`config.mk`:
```
export PLATFORM = sky130hd
export DESIGN_NAME = time_set_ctrl_flat
export DESIGN_NICKNAME = d
export VERILOG_FILES = /design/src/rtl/time_set_ctrl_if.sv /design/src/rtl/time_set_ctrl.sv /design/src/flat_wrapper.sv
export SDC_FILE = /design/constraint.sdc
export NUM_CORES = 1
export LEC_CHECK = 0
export ABC_AREA = 1
export BUFFER_PORTS_ARGS = -buffer_cell sky130_fd_sc_hd__buf_2
export CAP_MARGIN = 20
export CORE_UTILIZATION = 25
export CTS_BUF_LIST = sky130_fd_sc_hd__clkbuf_2 sky130_fd_sc_hd__clkbuf_4 sky130_fd_sc_hd__clkbuf_8
export CTS_CLUSTER_DIAMETER = 120
export DETAILED_ROUTE_END_ITERATION = 16
export PLACE_DENSITY = 0.45
export SYNTH_ARGS = -nofsm -noshare
export SYNTH_HDL_FRONTEND = slang
export SYNTH_SLANG_ARGS = --single-unit
```
`constraint.sdc`:
```
create_clock -name CP50 -period 2.3 [get_ports CP50]
set_input_delay 0.115 -clock CP50 [delete_from_list [all_inputs] [get_ports CP50]]
set_output_delay 0.115 -clock CP50 [all_outputs]
set_load 0.01 [all_outputs]
```
`src/rtl/time_set_ctrl_if.sv`:
```
// Front-panel signal bundle between the board keys/prescaler and the time/alarm datapath.
// slave is the controller side, master is the side that drives keys and ticks.
interface time_set_ctrl_if;
   logic       KeyMode;
   logic       KeyInc;
   logic       Tick1Hz;
   logic [2:0] Mode;
   logic       CountEN;
   logic       SelAlarm;
   logic       IncH;
   logic       IncM;
   logic       IncAH;
   logic       IncAM;
   logic       ClrSec;

   modport slave (
      input  KeyMode, KeyInc, Tick1Hz,
      output Mode, CountEN, SelAlarm, IncH, IncM, IncAH, IncAM, ClrSec
   );

   modport master (
      output KeyMode, KeyInc, Tick1Hz,
      input  Mode, CountEN, SelAlarm, IncH, IncM, IncAH, IncAM, ClrSec
   );
endinterface

```
`src/rtl/time_set_ctrl.sv`:
```
// Time/alarm edit controller: debounced Mode/Inc keys, 5-state edit FSM, increment strobes
// with hold-to-auto-repeat, idle timeout back to RUN and seconds-clear on leaving SET_M.
module time_set_ctrl #(
   parameter int unsigned DEB_CYCLES  = 1_000_000,
   parameter int unsigned HOLD_CYCLES = 25_000_000,
   parameter int unsigned REP_CYCLES  = 10_000_000,
   parameter int unsigned TIMEOUT_S   = 30,
   parameter int unsigned CNT_W       = 25
) (
   input  logic           CP50,
   input  logic           nCR,
   time_set_ctrl_if.slave panel
);

   localparam int unsigned TO_W = $clog2(TIMEOUT_S + 1);

   typedef enum logic [2:0] {
      StRun   = 3'd0,
      StSetH  = 3'd1,
      StSetM  = 3'd2,
      StSetAh = 3'd3,
      StSetAm = 3'd4
   } state_e;

   // Index 0 is the Mode key, index 1 the Inc key.
   logic [1:0]            key_raw;
   logic [1:0]            s1_q, s2_q, db_q, db_last_q;
   logic [1:0][CNT_W-1:0] deb_cnt_q;
   logic [1:0]            press;
   logic                  mode_press, inc_press;

   state_e          state_q, state_d, state_adv;
   logic [TO_W-1:0] to_cnt_q, to_cnt_d;
   logic            rep_act_q, rep_act_d;
   logic            rep_first_q, rep_first_d;
   logic [CNT_W-1:0] rep_cnt_q, rep_cnt_d;
   logic            edit, stb, timeout;
   logic [3:0]      inc_d, inc_q;
   logic            clr_d, clr_q;
   logic            counten_q, selalarm_q;

   assign key_raw    = {panel.KeyInc, panel.KeyMode};
   assign press      = db_q & ~db_last_q;
   assign mode_press = press[0];
   assign inc_press  = press[1];

   always_ff @(posedge CP50 or negedge nCR) begin
      if (!nCR) begin
         s1_q      <= '0;
         s2_q      <= '0;
         db_q      <= '0;
         db_last_q <= '0;
         deb_cnt_q <= '0;
      end else begin
         s1_q      <= key_raw;
         s2_q      <= s1_q;
         db_last_q <= db_q;
         for (int i = 0; i < 2; i++) begin
            if (s2_q[i] == db_q[i]) begin
               deb_cnt_q[i] <= '0;
            end else if (deb_cnt_q[i] == CNT_W'(DEB_CYCLES - 1)) begin
               db_q[i]      <= s2_q[i];
               deb_cnt_q[i] <= '0;
            end else begin
               deb_cnt_q[i] <= deb_cnt_q[i] + 1'b1;
            end
         end
      end
   end

   always_comb begin
      state_d     = state_q;
      state_adv   = StRun;
      to_cnt_d    = to_cnt_q;
      rep_act_d   = rep_act_q;
      rep_first_d = rep_first_q;
      rep_cnt_d   = rep_cnt_q;
      stb         = 1'b0;
      inc_d       = '0;
      edit        = (state_q != StRun);

      unique case (state_q)
         StRun:   state_adv = StSetH;
         StSetH:  state_adv = StSetM;
         StSetM:  state_adv = StSetAh;
         StSetAh: state_adv = StSetAm;
         default: state_adv = StRun;
      endcase

      // A press on the same cycle as the final tick keeps the edit mode alive.
      timeout = edit && panel.Tick1Hz && !inc_press && (to_cnt_q == TO_W'(TIMEOUT_S - 1));

      if (mode_press) begin
         state_d = state_adv;
      end else if (timeout) begin
         state_d = StRun;
      end

      if (state_d != state_q || mode_press || inc_press) begin
         to_cnt_d = '0;
      end else if (edit && panel.Tick1Hz) begin
         to_cnt_d = to_cnt_q + 1'b1;
      end

      if (inc_press) begin
         stb         = edit;
         rep_act_d   = edit;
         rep_first_d = 1'b1;
         rep_cnt_d   = '0;
      end else if (rep_act_q) begin
         if (!db_q[1]) begin
            rep_act_d = 1'b0;
         end else if (rep_first_q ? (rep_cnt_q == CNT_W'(HOLD_CYCLES - 1))
                                  : (rep_cnt_q == CNT_W'(REP_CYCLES - 1))) begin
            stb         = 1'b1;
            rep_first_d = 1'b0;
            rep_cnt_d   = '0;
         end else begin
            rep_cnt_d = rep_cnt_q + 1'b1;
         end
      end

      // Any state change kills both the pending strobe and the repeat; a held key must re-press.
      if (state_d != state_q) begin
         stb       = 1'b0;
         rep_act_d = 1'b0;
      end

      if (stb) begin
         unique case (state_q)
            StSetH:  inc_d = 4'b0001;
            StSetM:  inc_d = 4'b0010;
            StSetAh: inc_d = 4'b0100;
            StSetAm: inc_d = 4'b1000;
            default: inc_d = 4'b0000;
         endcase
      end

      clr_d = (state_q == StSetM) && (state_d != StSetM);
   end

   always_ff @(posedge CP50 or negedge nCR) begin
      if (!nCR) begin
         state_q     <= StRun;
         to_cnt_q    <= '0;
         rep_act_q   <= 1'b0;
         rep_first_q <= 1'b0;
         rep_cnt_q   <= '0;
         inc_q       <= '0;
         clr_q       <= 1'b0;
         counten_q   <= 1'b1;
         selalarm_q  <= 1'b0;
      end else begin
         state_q     <= state_d;
         to_cnt_q    <= to_cnt_d;
         rep_act_q   <= rep_act_d;
         rep_first_q <= rep_first_d;
         rep_cnt_q   <= rep_cnt_d;
         inc_q       <= inc_d;
         clr_q       <= clr_d;
         counten_q   <= !(state_d == StSetH || state_d == StSetM);
         selalarm_q  <= (state_d == StSetAh || state_d == StSetAm);
      end
   end

   assign panel.Mode     = state_q;
   assign panel.CountEN  = counten_q;
   assign panel.SelAlarm = selalarm_q;
   assign panel.IncH     = inc_q[0];
   assign panel.IncM     = inc_q[1];
   assign panel.IncAH    = inc_q[2];
   assign panel.IncAM    = inc_q[3];
   assign panel.ClrSec   = clr_q;

endmodule

```
`src/flat_wrapper.sv`:
```
// flat-port wrapper written by rule: the top's interface ports become plain ports
module time_set_ctrl_flat 
#(
   parameter int unsigned DEB_CYCLES  = 1_000_000,
   parameter int unsigned HOLD_CYCLES = 25_000_000,
   parameter int unsigned REP_CYCLES  = 10_000_000,
   parameter int unsigned TIMEOUT_S   = 30,
   parameter int unsigned CNT_W       = 25
)
  (CP50, nCR, panel_KeyMode, panel_KeyInc, panel_Tick1Hz, panel_Mode, panel_CountEN, panel_SelAlarm, panel_IncH, panel_IncM, panel_IncAH, panel_IncAM, panel_ClrSec);
  time_set_ctrl_if panel_i ();
  input  logic CP50;
  input  logic nCR;
  input wire logic [$bits(panel_i.KeyMode)-1:0] panel_KeyMode;
  input wire logic [$bits(panel_i.KeyInc)-1:0] panel_KeyInc;
  input wire logic [$bits(panel_i.Tick1Hz)-1:0] panel_Tick1Hz;
  output wire logic [$bits(panel_i.Mode)-1:0] panel_Mode;
  output wire logic [$bits(panel_i.CountEN)-1:0] panel_CountEN;
  output wire logic [$bits(panel_i.SelAlarm)-1:0] panel_SelAlarm;
  output wire logic [$bits(panel_i.IncH)-1:0] panel_IncH;
  output wire logic [$bits(panel_i.IncM)-1:0] panel_IncM;
  output wire logic [$bits(panel_i.IncAH)-1:0] panel_IncAH;
  output wire logic [$bits(panel_i.IncAM)-1:0] panel_IncAM;
  output wire logic [$bits(panel_i.ClrSec)-1:0] panel_ClrSec;
  assign panel_i.KeyMode = panel_KeyMode;
  assign panel_i.KeyInc = panel_KeyInc;
  assign panel_i.Tick1Hz = panel_Tick1Hz;
  assign panel_Mode = panel_i.Mode;
  assign panel_CountEN = panel_i.CountEN;
  assign panel_SelAlarm = panel_i.SelAlarm;
  assign panel_IncH = panel_i.IncH;
  assign panel_IncM = panel_i.IncM;
  assign panel_IncAH = panel_i.IncAH;
  assign panel_IncAM = panel_i.IncAM;
  assign panel_ClrSec = panel_i.ClrSec;
  time_set_ctrl #(.DEB_CYCLES(DEB_CYCLES), .HOLD_CYCLES(HOLD_CYCLES), .REP_CYCLES(REP_CYCLES), .TIMEOUT_S(TIMEOUT_S), .CNT_W(CNT_W)) u_core (.CP50(CP50), .nCR(nCR), .panel(panel_i));
endmodule
```
## Yosys cells after proc, flatten, opt, wreduce, memory -nomap -nowiden

Index checks and enable logic that the tools add are counted.

- $add $sub $neg: 4
- Eq/ne operators: 17
- Muxes and demuxes: 29
- Bitwise gates (word level): 4
- Reductions and logical operators: 20

Operators by type and width:

| kind | number |
|---|---|
| $mux W25 | 8 |
| $add A25 B1 Y25 const B | 3 |
| $eq A25 B20 Y1 const B | 2 |
| $eq A25 B24 Y1 const B | 1 |
| $eq A25 B25 Y1 const B | 1 |
| $pmux W4 S4 | 1 |
| $mux W1 | 14 |
| $eq A3 B2 Y1 const B | 4 |
| $pmux W3 S4 | 1 |
| $mux W5 | 2 |
| $reduce_bool A2 Y1 | 4 |
| $eq A3 B1 Y1 const B | 2 |
| $eq A3 B3 Y1 const B | 2 |
| $mux W3 | 2 |
| $reduce_and A2 Y1 | 3 |
| $add A5 B1 Y5 const B | 1 |
| $eq A5 B5 Y1 const B | 1 |
| $logic_and A1 B1 Y1 | 4 |
| $logic_or A1 B1 Y1 | 4 |
| $mux W4 | 1 |
| $logic_not A3 Y1 | 1 |
| $ne A3 B2 Y1 const B | 1 |
| $ne A3 B3 Y1 | 1 |
| $reduce_and A3 Y1 | 1 |
| other kinds (6) | 9 |

- Bits in registers: 100
- Input bits: 5
- Output and inout port bits: 10
- Logic and storage cells: 90

## Depth between registers and ports, before layout

Gate-level depths: netlist of run 1.

- Depth after elaboration: 11
- Depth in mapped cells: 13
- Depth with buffers taken out: 13

## Worst setup path before layout of run 1

Ideal clock, no wire load.

- Path kind: register -> register
- From: reg u_core.deb_cnt_q[0] in the netlist's numbering
- To: reg u_core.deb_cnt_q[9] in the netlist's numbering
- Setup time: 0.121 ns
- Data arrival time: 1.433 ns
- Required time: 2.179 ns
- Slack: 0.746 ns
- Cell stages (with the launch flop): 6
- Path buffers: 0
- Clock period less this slack: 1.554 ns
- Cell sequence: dfrtp_1 > ha_1 > nand3_1 > nor4_1 > nand4_1 > nor3b_1

- Word-level cells in the longest chain between the ends: 3
- Elaborated cells between the ends (all ways): 4
- Classes of those cells: 1 x add/sub; 1 x eq/ne; 2 x mux

Ends and longest elaborated chain:

| what | RTL line | text |
|---|---|---|
| start, declared | time_set_ctrl.sv:28 | `logic [1:0][CNT_W-1:0] deb_cnt_q;` |
| start signal, assigned by index | time_set_ctrl.sv:65 | `deb_cnt_q[i] <= deb_cnt_q[i] + 1'b1;` |
| $add A25 B1 Y25 / $eq A25 B20 Y1 (equally long branches) | time_set_ctrl.sv:65, time_set_ctrl.sv:61 |  |
| $mux W25 (*) | time_set_ctrl.sv:61 | `end else if (deb_cnt_q[i] == CNT_W'(DEB_CYCLES - 1)) begin` |
| $mux W25 (*) | time_set_ctrl.sv:59 | `if (s2_q[i] == db_q[i]) begin` |

Mark *: on every way between the ends. The rest lies on a longest branch, timed or not.
A chain may end at the register's enable or synchronous reset.

## Final worst setup path of run 1

Same ends and word-level chain as after synthesis.

==> results.md, run 1 <==
* Pleak at 0.00271 uW
* Synth warn at 0
* Die Y at 152 um
* Hold Crit Start: panel_Tick1Hz
* Port Buf Inserts at 14
* Fin crit period at 1880 ps
* Total Routed Length at 13400 um
* Fin area at 6260 um^2
* Avg Synthesized Cell Area at 7.74 um^2
* Final Power at 3530 uW
* Setup WS post-layout at 417 ps
* Die area at 23100 um^2
* Clk buf depth at 2
* Inserted Diodes at 0
* H-tree depth at 3
* PwrDens at 563 nW/um^2
* Final hold viol count at 0
* Most common cell after layout, fill and taps aside: nor2_1
* Post-Synthesis Cells at 727
* RSZ-0062 raised after global routing: false
* Worst skew pair latency at 390 ps
* Antenna viol nets, final at 0
* Cell Area, Synth at 5630 um^2
* Failing checks: DRC
* Core Area at 22000 um^2
* CP Launch Type: flip-flop
* Status: finished, violations left
* Worst Path Arrival at 2130 ps
* Maxcap violations at 0
* CP endpoint kind: flip-flop
* Hold path endpoint: u_core.to_cnt_q[0]
* Place WS at 420 ps
* Pin count of the biggest net entering global routing at 62
* TritonCTS Buffers at 9
* Placed cell areas at 6030 um^2
* Worst hold stages at 5
* Clk slew on worst S/H paths at 100 ps
* Fmax at 0.531 GHz
* Drt pass-1 iters at 11
* Net Count, Synth at 737
* Setup_tns at 0 ps
* Clock skew at 14.2 ps
* Starting density of the core at 0.256
* Min Hold Slack at 120 ps
* Vias in the first global route at 4413
* Gpl congestion at 0.833
* Share of cells above drive strength 1 at 0.123
* Total GRT Usage at 0.122
* Clock Sinks at 100
* Vias per Instance at 4.42
* First-pass GRT wire length at 22700 um
* FF+latch count, synth at 100
* VDD IR max at 0.307 mV
* Initial antenna violation count at 0
* Crit path max fanout at 7
* DR vias at 4574
* Area grow syn2layout at 11.3%
* Type of the most critical hold path: input pin to flip-flop
* Reg-to-reg slack, setup at 420 ps
* Worst r2r path cells at 5
* Worst r2r dst: u_core.deb_cnt_q[9]
* Required @ worst endpoint at 2540 ps
* Rows at 54
* Post-DP HPWL at 9780 um
* Final setup fails at 0
* Iter 0 DRT Violations at 193
* Most frequent cells in the layout: nor2_1, nand2_1, dfrtp_1, inv_1, nand3_1
* Seq/Total Area, Yosys at 0.445
* CTS tree: done
* Final Max Tran Viols at 0
* Root Driver: clkbuf_8
* Drt wl/cell at 12.9 um
* DIE WIDTH at 152 um
* Fin nets at 760
* FF-to-FF Start: u_core.deb_cnt_q[0]
* Tcrit/Tclk final at 0.819
* GR Overflow Total at 0
* Slew margin rel. at 0.525
* DRC errors left at 2
* Critical path class: flip-flop to flip-flop
* I/O pin cnt at 15
* Least-Margin Pin Slew at 711 ps
* Synth unique cells at 36
## critical path, cell delays in order, from the launching register on
cell and delay (ps):
dfrtp_1 440, ha_1 310, nand3_1 210, nor4_1 210
nand4_1 320, nor3b_1 250
## flip-flops by register name (all words and copies together) (netlist names)
register               cells
u_core.rep_first_q         1
u_core.s2_q                2
u_core.db_last_q           2
u_core.panel.ClrSec        1
u_core.panel.Mode          3
u_core.inc_q               4
u_core.db_q                2
u_core.s1_q                2
u_core.to_cnt_q            5
u_core.panel.CountEN       1
u_core.panel.SelAlarm      1
u_core.rep_act_q           1
u_core.rep_cnt_q          25
u_core.deb_cnt_q          50
## synth_stat cells
master | count | area share
nand2_2 | 9 | 0.010
nand3b_1 | 4 | 0.0053
buf_2 | 1 | 0.00089
nand2_1 | 134 | 0.089
buf_6 | 2 | 0.0040
nor3_2 | 8 | 0.014
nand2_4 | 2 | 0.0040
nand4_4 | 1 | 0.0038
dfstp_2 | 1 | 0.0047
nor3_1 | 27 | 0.024
and3_1 | 2 | 0.0022
o21ai_2 | 3 | 0.0047
nor4_1 | 9 | 0.010
xnor2_1 | 9 | 0.014
o21bai_2 | 1 | 0.0020
nand3_1 | 68 | 0.060
nor2_1 | 142 | 0.095
a21oi_2 | 1 | 0.0016
nor2_2 | 11 | 0.012
clkbuf_1 | 4 | 0.0027
o21ai_0 | 9 | 0.0080
a21oi_1 | 11 | 0.0098
nor2_4 | 4 | 0.0080
a211oi_1 | 1 | 0.0013
nand4_1 | 23 | 0.026
inv_1 | 69 | 0.046
xor2_1 | 35 | 0.054
nor3b_1 | 2 | 0.0027
or2_1 | 2 | 0.0022
o21ai_1 | 8 | 0.0071
nand3_4 | 1 | 0.0031
ha_1 | 5 | 0.011
or2_2 | 2 | 0.0022
nand4_2 | 1 | 0.0022
inv_2 | 16 | 0.011
dfrtp_1 | 99 | 0.44
## report_power, final
part | switching (uW) | leakage, uW | total (uW) | internal (uW)
clock network | 652 | 0.000100 | 1170 | 518
logic | 271 | 0.00126 | 424 | 153
registers | 88.3 | 0.00136 | 1930 | 1840
total | 1010 | 0.00271 | 3530 | 2510
## per-stage QoR
| step | utilization | instances |
|---|---|---|
| global route | 0.285 | 1035 |
| detailed placement | 0.275 | 1016 |
| finish | 0.285 | 1035 |
| CTS | 0.285 | 1035 |
| floorplan | - | 727 |
| global placement | 0.275 | 1016 |
## per-layer routing
metal  up-vias  routed length (um)  GRT usage
li1       2373                   -          -
met1      2152                6660      0.161
met2        38                6290      0.201
met3        11                 247     0.0231
met4         0                 168     0.0403
met5         -                   0          0
## final cells by class
type | instances | area (um^2)
clock buffers | 10 | 131
clock inverters | 6 | 65.1
fillers | 2382 | 15700
inverters | 85 | 319
multi-input cells | 535 | 2760
flip-flops and latches | 100 | 2500
well taps | 280 | 350
repair buffers | 19 | 130
## how the worst max path moves through the flow
stage                                     from              endpoint  slack, ps  cells after the start
after floorplan            u_core.deb_cnt_q[0]   u_core.deb_cnt_q[9]        750                      5
after global placement     u_core.rep_cnt_q[0]  u_core.rep_cnt_q[22]        470                      9
after detailed placement   u_core.deb_cnt_q[0]   u_core.deb_cnt_q[9]        420                      5
after CTS                  u_core.deb_cnt_q[0]   u_core.deb_cnt_q[9]        410                      5
after global routing      u_core.deb_cnt_q[25]        u_core.db_q[1]        190                      6
final                      u_core.deb_cnt_q[0]   u_core.deb_cnt_q[9]        420                      5
## cell families after synthesis
family,count (synthesis),synth area share
DFF,100,0.445
xor gates and xnor gates,44,0.0685
AOI/OAI and AO/OA,34,0.0345
buffers and inverters,92,0.0643
adders and majority gates,5,0.0111
and+or+nand+nor,452,0.377
## timing repair
item,in CTS,in global routing
resized for setup,0,0
setup buffers,0,0
setup endpoints to repair,0,0
endpoints found under the hold margin,41,0
hold buffers,3,0
(Power assumes the default switching activity.)
==> run 2, diff against run 1 <==
--- a/config.mk
+++ b/config.mk
@@ -12,7 +12,7 @@
 export CTS_BUF_LIST = sky130_fd_sc_hd__clkbuf_2 sky130_fd_sc_hd__clkbuf_4 sky130_fd_sc_hd__clkbuf_8
 export CTS_CLUSTER_DIAMETER = 120
 export DETAILED_ROUTE_END_ITERATION = 16
-export PLACE_DENSITY = 0.45
+export PLACE_DENSITY = 0.46
 export SYNTH_ARGS = -nofsm -noshare
 export SYNTH_HDL_FRONTEND = slang
 export SYNTH_SLANG_ARGS = --single-unit
==> constraint.sdc (replaced) <==
create_clock -name CP50 -period 1.7 [get_ports CP50]
set_input_delay 0.085 -clock CP50 [delete_from_list [all_inputs] [get_ports CP50]]
set_output_delay 0.085 -clock CP50 [all_outputs]
set_load 0.01 [all_outputs]
==> run 2 against run 1 <==
Effect of this change: the flow now finishes without violations; register-to-register slack lost 310 ps; clock power up 33%; first-iteration DRC count up 16%; sequential power rose by 34%; critical path depth is 1 higher.
==> results.md, run 2 (synthesis results as in run 1) <==
* Pin count of the biggest net entering global routing at 36
* Critical path class: flip-flop to flip-flop
* Setup_tns at 0 ps
* Net Sw Frac at 0.308
* Power share of the clock group at 0.320
* Fmax at 0.627 GHz
* Iter 0 DRT Violations at 223
* Worst r2r dst: u_core.deb_cnt_q[9]
* Antenna viol nets, final at 0
* Inserted Diodes at 0
* Most frequent cells in the layout: nor2_1, nand2_1, dfrtp_1, inv_1, nand3_1
* First-pass GRT wire length at 22900 um
* Die area at 23100 um^2
* CP Launch Type: flip-flop
* Finished Layout Cells at 1077
* Gpl congestion at 0.832
* Die Y at 152 um
* Post-DP HPWL at 10000 um
* Crit path max fanout at 7
* Core Area at 22000 um^2
* Tcrit/Tclk final at 0.939
* Worst skew pair latency at 390 ps
* Total GRT Usage at 0.122
* Starting density of the core at 0.256
* Fin crit period at 1600 ps
* Slew margin rel. at 0.654
* Worst r2r path cells at 6
* Area grow syn2layout at 18.6%
* Logic pwr share at 0.150
* Clock Sinks at 100
* Total Routed Length at 13300 um
* Largest Register: u_core.deb_cnt_q
* Design internal power at 3370 uW
* Hold path endpoint: u_core.to_cnt_q[0]
* Least-Margin Pin Slew at 519 ps
* Root Driver: clkbuf_8
* Vias in the first global route at 4601
* Rows at 54
* Dpl cells at 1050
* Worst setup startpoint: u_core.deb_cnt_q[0]
* CP endpoint kind: flip-flop
* Final setup fails at 0
* Initial antenna violation count at 0
* Clk slew on worst S/H paths at 120 ps
* Seq pwr share at 0.531
* Type of the most critical hold path: input pin to flip-flop
* GR Overflow Total at 0
* Final Max Tran Viols at 0
* FF-to-FF Start: u_core.deb_cnt_q[0]
* Net switching power figure at 1500 uW
* DIE WIDTH at 152 um
* H-tree depth at 3
* Drt wl/cell at 12.4 um
* DRC errors left at 0
* RSZ-0062 raised after global routing: true
* Drt pass-1 iters at 4
* PwrDens at 730 nW/um^2
* Reg-to-reg slack, setup at 100 ps
* Max reg flops at 50
* I/O pin cnt at 15
* Share of cells above drive strength 1 at 0.198
* Fin nets at 802
* VDD IR max at 0.393 mV
* Worst Path Arrival at 1870 ps
* Port Buf Inserts at 14
* Largest registers: u_core.deb_cnt_q: 50 flops, u_core.rep_cnt_q: 25 flops, u_core.to_cnt_q: 5 flops
* Worst hold stages at 5
* Required @ worst endpoint at 1970 ps
* TritonCTS Buffers at 9
* Final hold viol count at 0
* Maxcap violations at 0
* Clk buf depth at 2
* Vias per Instance at 4.38
* Clock skew at 15.5 ps
* DR vias at 4712
* Hold Crit Start: panel_Tick1Hz
* Most common cell after layout, fill and taps aside: nor2_1
* Status: completed
* CTS tree: done
* Pleak at 0.00292 uW
run 2: timing repair:
| item | CTS | global route |
|---|---|---|
| pin swaps | 1 | 7 |
| resized for setup | 0 | 27 |
| hold endpoints to repair | 32 | 0 |
| hold buffers | 3 | 0 |
| setup buffers | 2 | 6 |
| endpoints found under the setup margin | 6 | 46 |
run 2: metrics by stage:
step           setup slack, ps  power (uW)  area, um^2   util  hold WS (ps)
3_5_place_dp             -35.6        3300        6290  0.286           106
6_report                   104        4870        6670  0.304           107
5_1_grt                  -28.7        5180        6670  0.304          86.5
4_1_cts                   21.3        4910        6530  0.297          64.5
3_3_place_gp             -78.0        3300        6290  0.286           110
2_1_floorplan              146        3050        5630      -          -211
run 2: layout make-up:
cell class                 count  area, um^2
tap                          280         350
multi-input combinational    535        2850
clock buffer                   9         124
timing repair buffer          61         449
sequential                   100        2510
clock inverter                 7        73.8
fill                        2340       15300
inverter                      85         319
run 2: critical path: stages (launching register included):
cell and delay [ps]:
dfrtp_1 380, ha_1 170, nand3_1 220, nor4_2 260, nand4_1 120, buf_4 180
nor3b_1 140
run 2: how the worst max path moves through the flow:
stage / to / cells past startpoint / slack [ps]
after floorplan: u_core.deb_cnt_q[9] / 5 / 150
after global placement: u_core.db_q[1] / 6 / -80
after detailed placement: u_core.db_q[1] / 6 / -40
after CTS: u_core.rep_cnt_q[20] / 10 / 20
after global routing: u_core.deb_cnt_q[9] / 7 / -30
final: u_core.deb_cnt_q[9] / 6 / 100
run 2: power by group through the flow:
stage	logic (uW)	registers [uW]	clock network, uW
after global routing	830	2600	1740
after floorplan	381	2660	0
after CTS	677	2590	1650
after global placement	670	2630	0
final	729	2590	1560
after detailed placement	667	2630	0
run 2: metal layers:
layer  wire [um]  GRT usage  vias up  share of wire
met3         339     0.0248       18          0.025
met2        6110      0.197       55           0.46
met5           0          0        -              0
met1        6610      0.164     2170           0.50
met4         252     0.0379        0          0.019
li1            -          -     2469              -
==> run 3, diff against run 2 <==
--- a/config.mk
+++ b/config.mk
@@ -12,6 +12,7 @@
 export CTS_BUF_LIST = sky130_fd_sc_hd__clkbuf_2 sky130_fd_sc_hd__clkbuf_4 sky130_fd_sc_hd__clkbuf_8
 export CTS_CLUSTER_DIAMETER = 120
 export DETAILED_ROUTE_END_ITERATION = 16
+export MAX_ROUTING_LAYER = met4
 export PLACE_DENSITY = 0.46
 export SYNTH_ARGS = -nofsm -noshare
 export SYNTH_HDL_FRONTEND = slang
==> run 3 against run 2 <==
Effect of this change: register-to-register slack barely moved; largest cell class unchanged; non-clock buffer count did not move; clock skew barely moved; first-iteration DRC count rose by 5.8%; setup slack barely moved; critical path depth did not move; clock power barely moved.
==> results.md, run 3 (synthesis results as in run 1) <==
* Status: completed
* Vias in the first global route at 4608
* Clock skew at 15.0 ps
* Area grow syn2layout at 18.6%
* Clock Sinks at 100
* Worst Path Arrival at 1870 ps
* CP endpoint kind: flip-flop
* CTS tree: done
* Most common cell after layout, fill and taps aside: nor2_1
* Initial antenna violation count at 0
* Clk buf depth at 2
* Worst r2r path cells at 6
* H-tree depth at 3
* PwrDens at 730 nW/um^2
* Inserted Diodes at 0
* Clk slew on worst S/H paths at 120 ps
* Most frequent cells in the layout: nor2_1, nand2_1, dfrtp_1, inv_1, nand3_1
* Vias per Instance at 4.37
* Setup WS post-layout at 104 ps
* Core Area at 22000 um^2
* Final Max Tran Viols at 0
* TritonCTS Buffers at 9
* CP Launch Type: flip-flop
* Least-Margin Pin Slew at 518 ps
* GRT met1 Usage at 0.164
* Fin nets at 802
* Post-DP HPWL at 10000 um
* Type of the most critical hold path: input pin to flip-flop
* VDD IR max at 0.394 mV
* Logic pwr share at 0.150
* Placed cell areas at 6290 um^2
* Dpl cells at 1050
* Antenna viol nets, final at 0
* Max reg flops at 50
* Worst hold stages at 5
* Power share of the clock group at 0.319
* GR Overflow Total at 0
* Total GRT Usage at 0.126
* Fmax at 0.627 GHz
* Seq pwr share at 0.531
* Place WS at -35.6 ps
* Gpl congestion at 0.845
* Share of cells above drive strength 1 at 0.198
* I/O pin cnt at 15
* GRT busiest layer: met2
* Drt wl/cell at 12.3 um
* Die Y at 152 um
* Slew margin rel. at 0.654
* Rows at 54
* First-pass GRT wire length at 22800 um
* Final Util at 0.304
* Number of fill cells in the layout at 2340
* DR vias at 4708
* Final hold viol count at 0
* Met2 Use GR at 0.197
* Largest Register: u_core.deb_cnt_q
* Critical path class: flip-flop to flip-flop
* Starting density of the core at 0.256
* Iter 0 DRT Violations at 236
* DRC errors left at 0
* Required @ worst endpoint at 1970 ps
* Pin count of the biggest net entering global routing at 36
* Drt pass-1 iters at 4
* Die area at 23100 um^2
* DIE WIDTH at 152 um
* Total Routed Length at 13300 um
* Fin area at 6670 um^2
* Largest registers: u_core.deb_cnt_q: 50 flops, u_core.rep_cnt_q: 25 flops, u_core.to_cnt_q: 5 flops
* Final Power at 4870 uW
* Design internal power at 3370 uW
* Fin crit period at 1600 ps
* Final setup fails at 0
* Net switching power figure at 1500 uW
* Maxcap violations at 0
* Pleak at 0.00292 uW
* RSZ-0062 raised after global routing: true
* Finished Layout Cells at 1077
* Worst skew pair latency at 390 ps
* Tcrit/Tclk final at 0.939
* Root Driver: clkbuf_8
* Met3 Usage GRT at 0.0291
* Net Sw Frac at 0.308
* Port Buf Inserts at 14
* Crit path max fanout at 7
[run 3: cell counts in the layout (fill, tap and decap cells not counted)]
Identical to the previous run, type by type.
[run 3: path summary, 6_finish.rpt]
| path | startpoint | end | slack, ps |
|---|---|---|---|
| setup / recovery | u_core.deb_cnt_q[0] | u_core.deb_cnt_q[9] | 100 |
| hold / removal | panel_Tick1Hz | u_core.to_cnt_q[0] | 110 |
| setup reg to reg | u_core.deb_cnt_q[0] | u_core.deb_cnt_q[9] | 100 |
| hold reg to reg | u_core.s1_q[0] | u_core.s2_q[0] | 370 |
| max in group asynchronous | nCR | u_core.panel.CountEN | 880 |
| min in group asynchronous | nCR | u_core.deb_cnt_q[33] | 210 |
[run 3: per-stage QoR]
stage,hold WS [ps],TNS [ps]
2_1_floorplan,-211,0
3_3_place_gp,110,-302
3_5_place_dp,106,-86.5
4_1_cts,64.5,0
5_1_grt,82.5,-109
6_report,108,0
[run 3: routing by layer]
layer	vias to the layer above	wire length (um)
met1	2168	6590
met2	55	6110
li1	2469	-
met4	0	212
met3	16	381
met5	-	0
[run 3: what timing repair did]
action | in CTS | in global routing
setup endpoints to repair | 6 | 46
hold buffers | 3 | 0
endpoints found under the hold margin | 32 | 0
gates cloned | 0 | 0
pin swaps | 1 | 7
buffers inserted | 2 | 6
gates resized for setup | 0 | 27
[run 3: final cells by class]
cell class,instances,area [um^2],share of cell area
clock inverters,7,73.8,0.0111
flip-flops and latches,100,2510,0.376
clock buffers,9,124,0.0186
inverters,85,319,0.0478
repair buffers,61,449,0.0673
well taps,280,350,0.0525
multi-input cells,535,2850,0.427
[run 3: critical path: stages, from the launching register on]
cell and delay [ps]:
dfrtp_1 380, ha_1 170, nand3_1 220, nor4_2 260, nand4_1 120, buf_4 180, nor3b_1 140
[run 3: power by group through the flow]
stage / logic, uW / registers (uW) / clock network (uW)
6_report: 729 / 2580 / 1550
5_1_grt: 830 / 2600 / 1750
4_1_cts: 677 / 2590 / 1650
3_5_place_dp: 667 / 2630 / 0
3_3_place_gp: 670 / 2630 / 0
2_1_floorplan: 381 / 2660 / 0
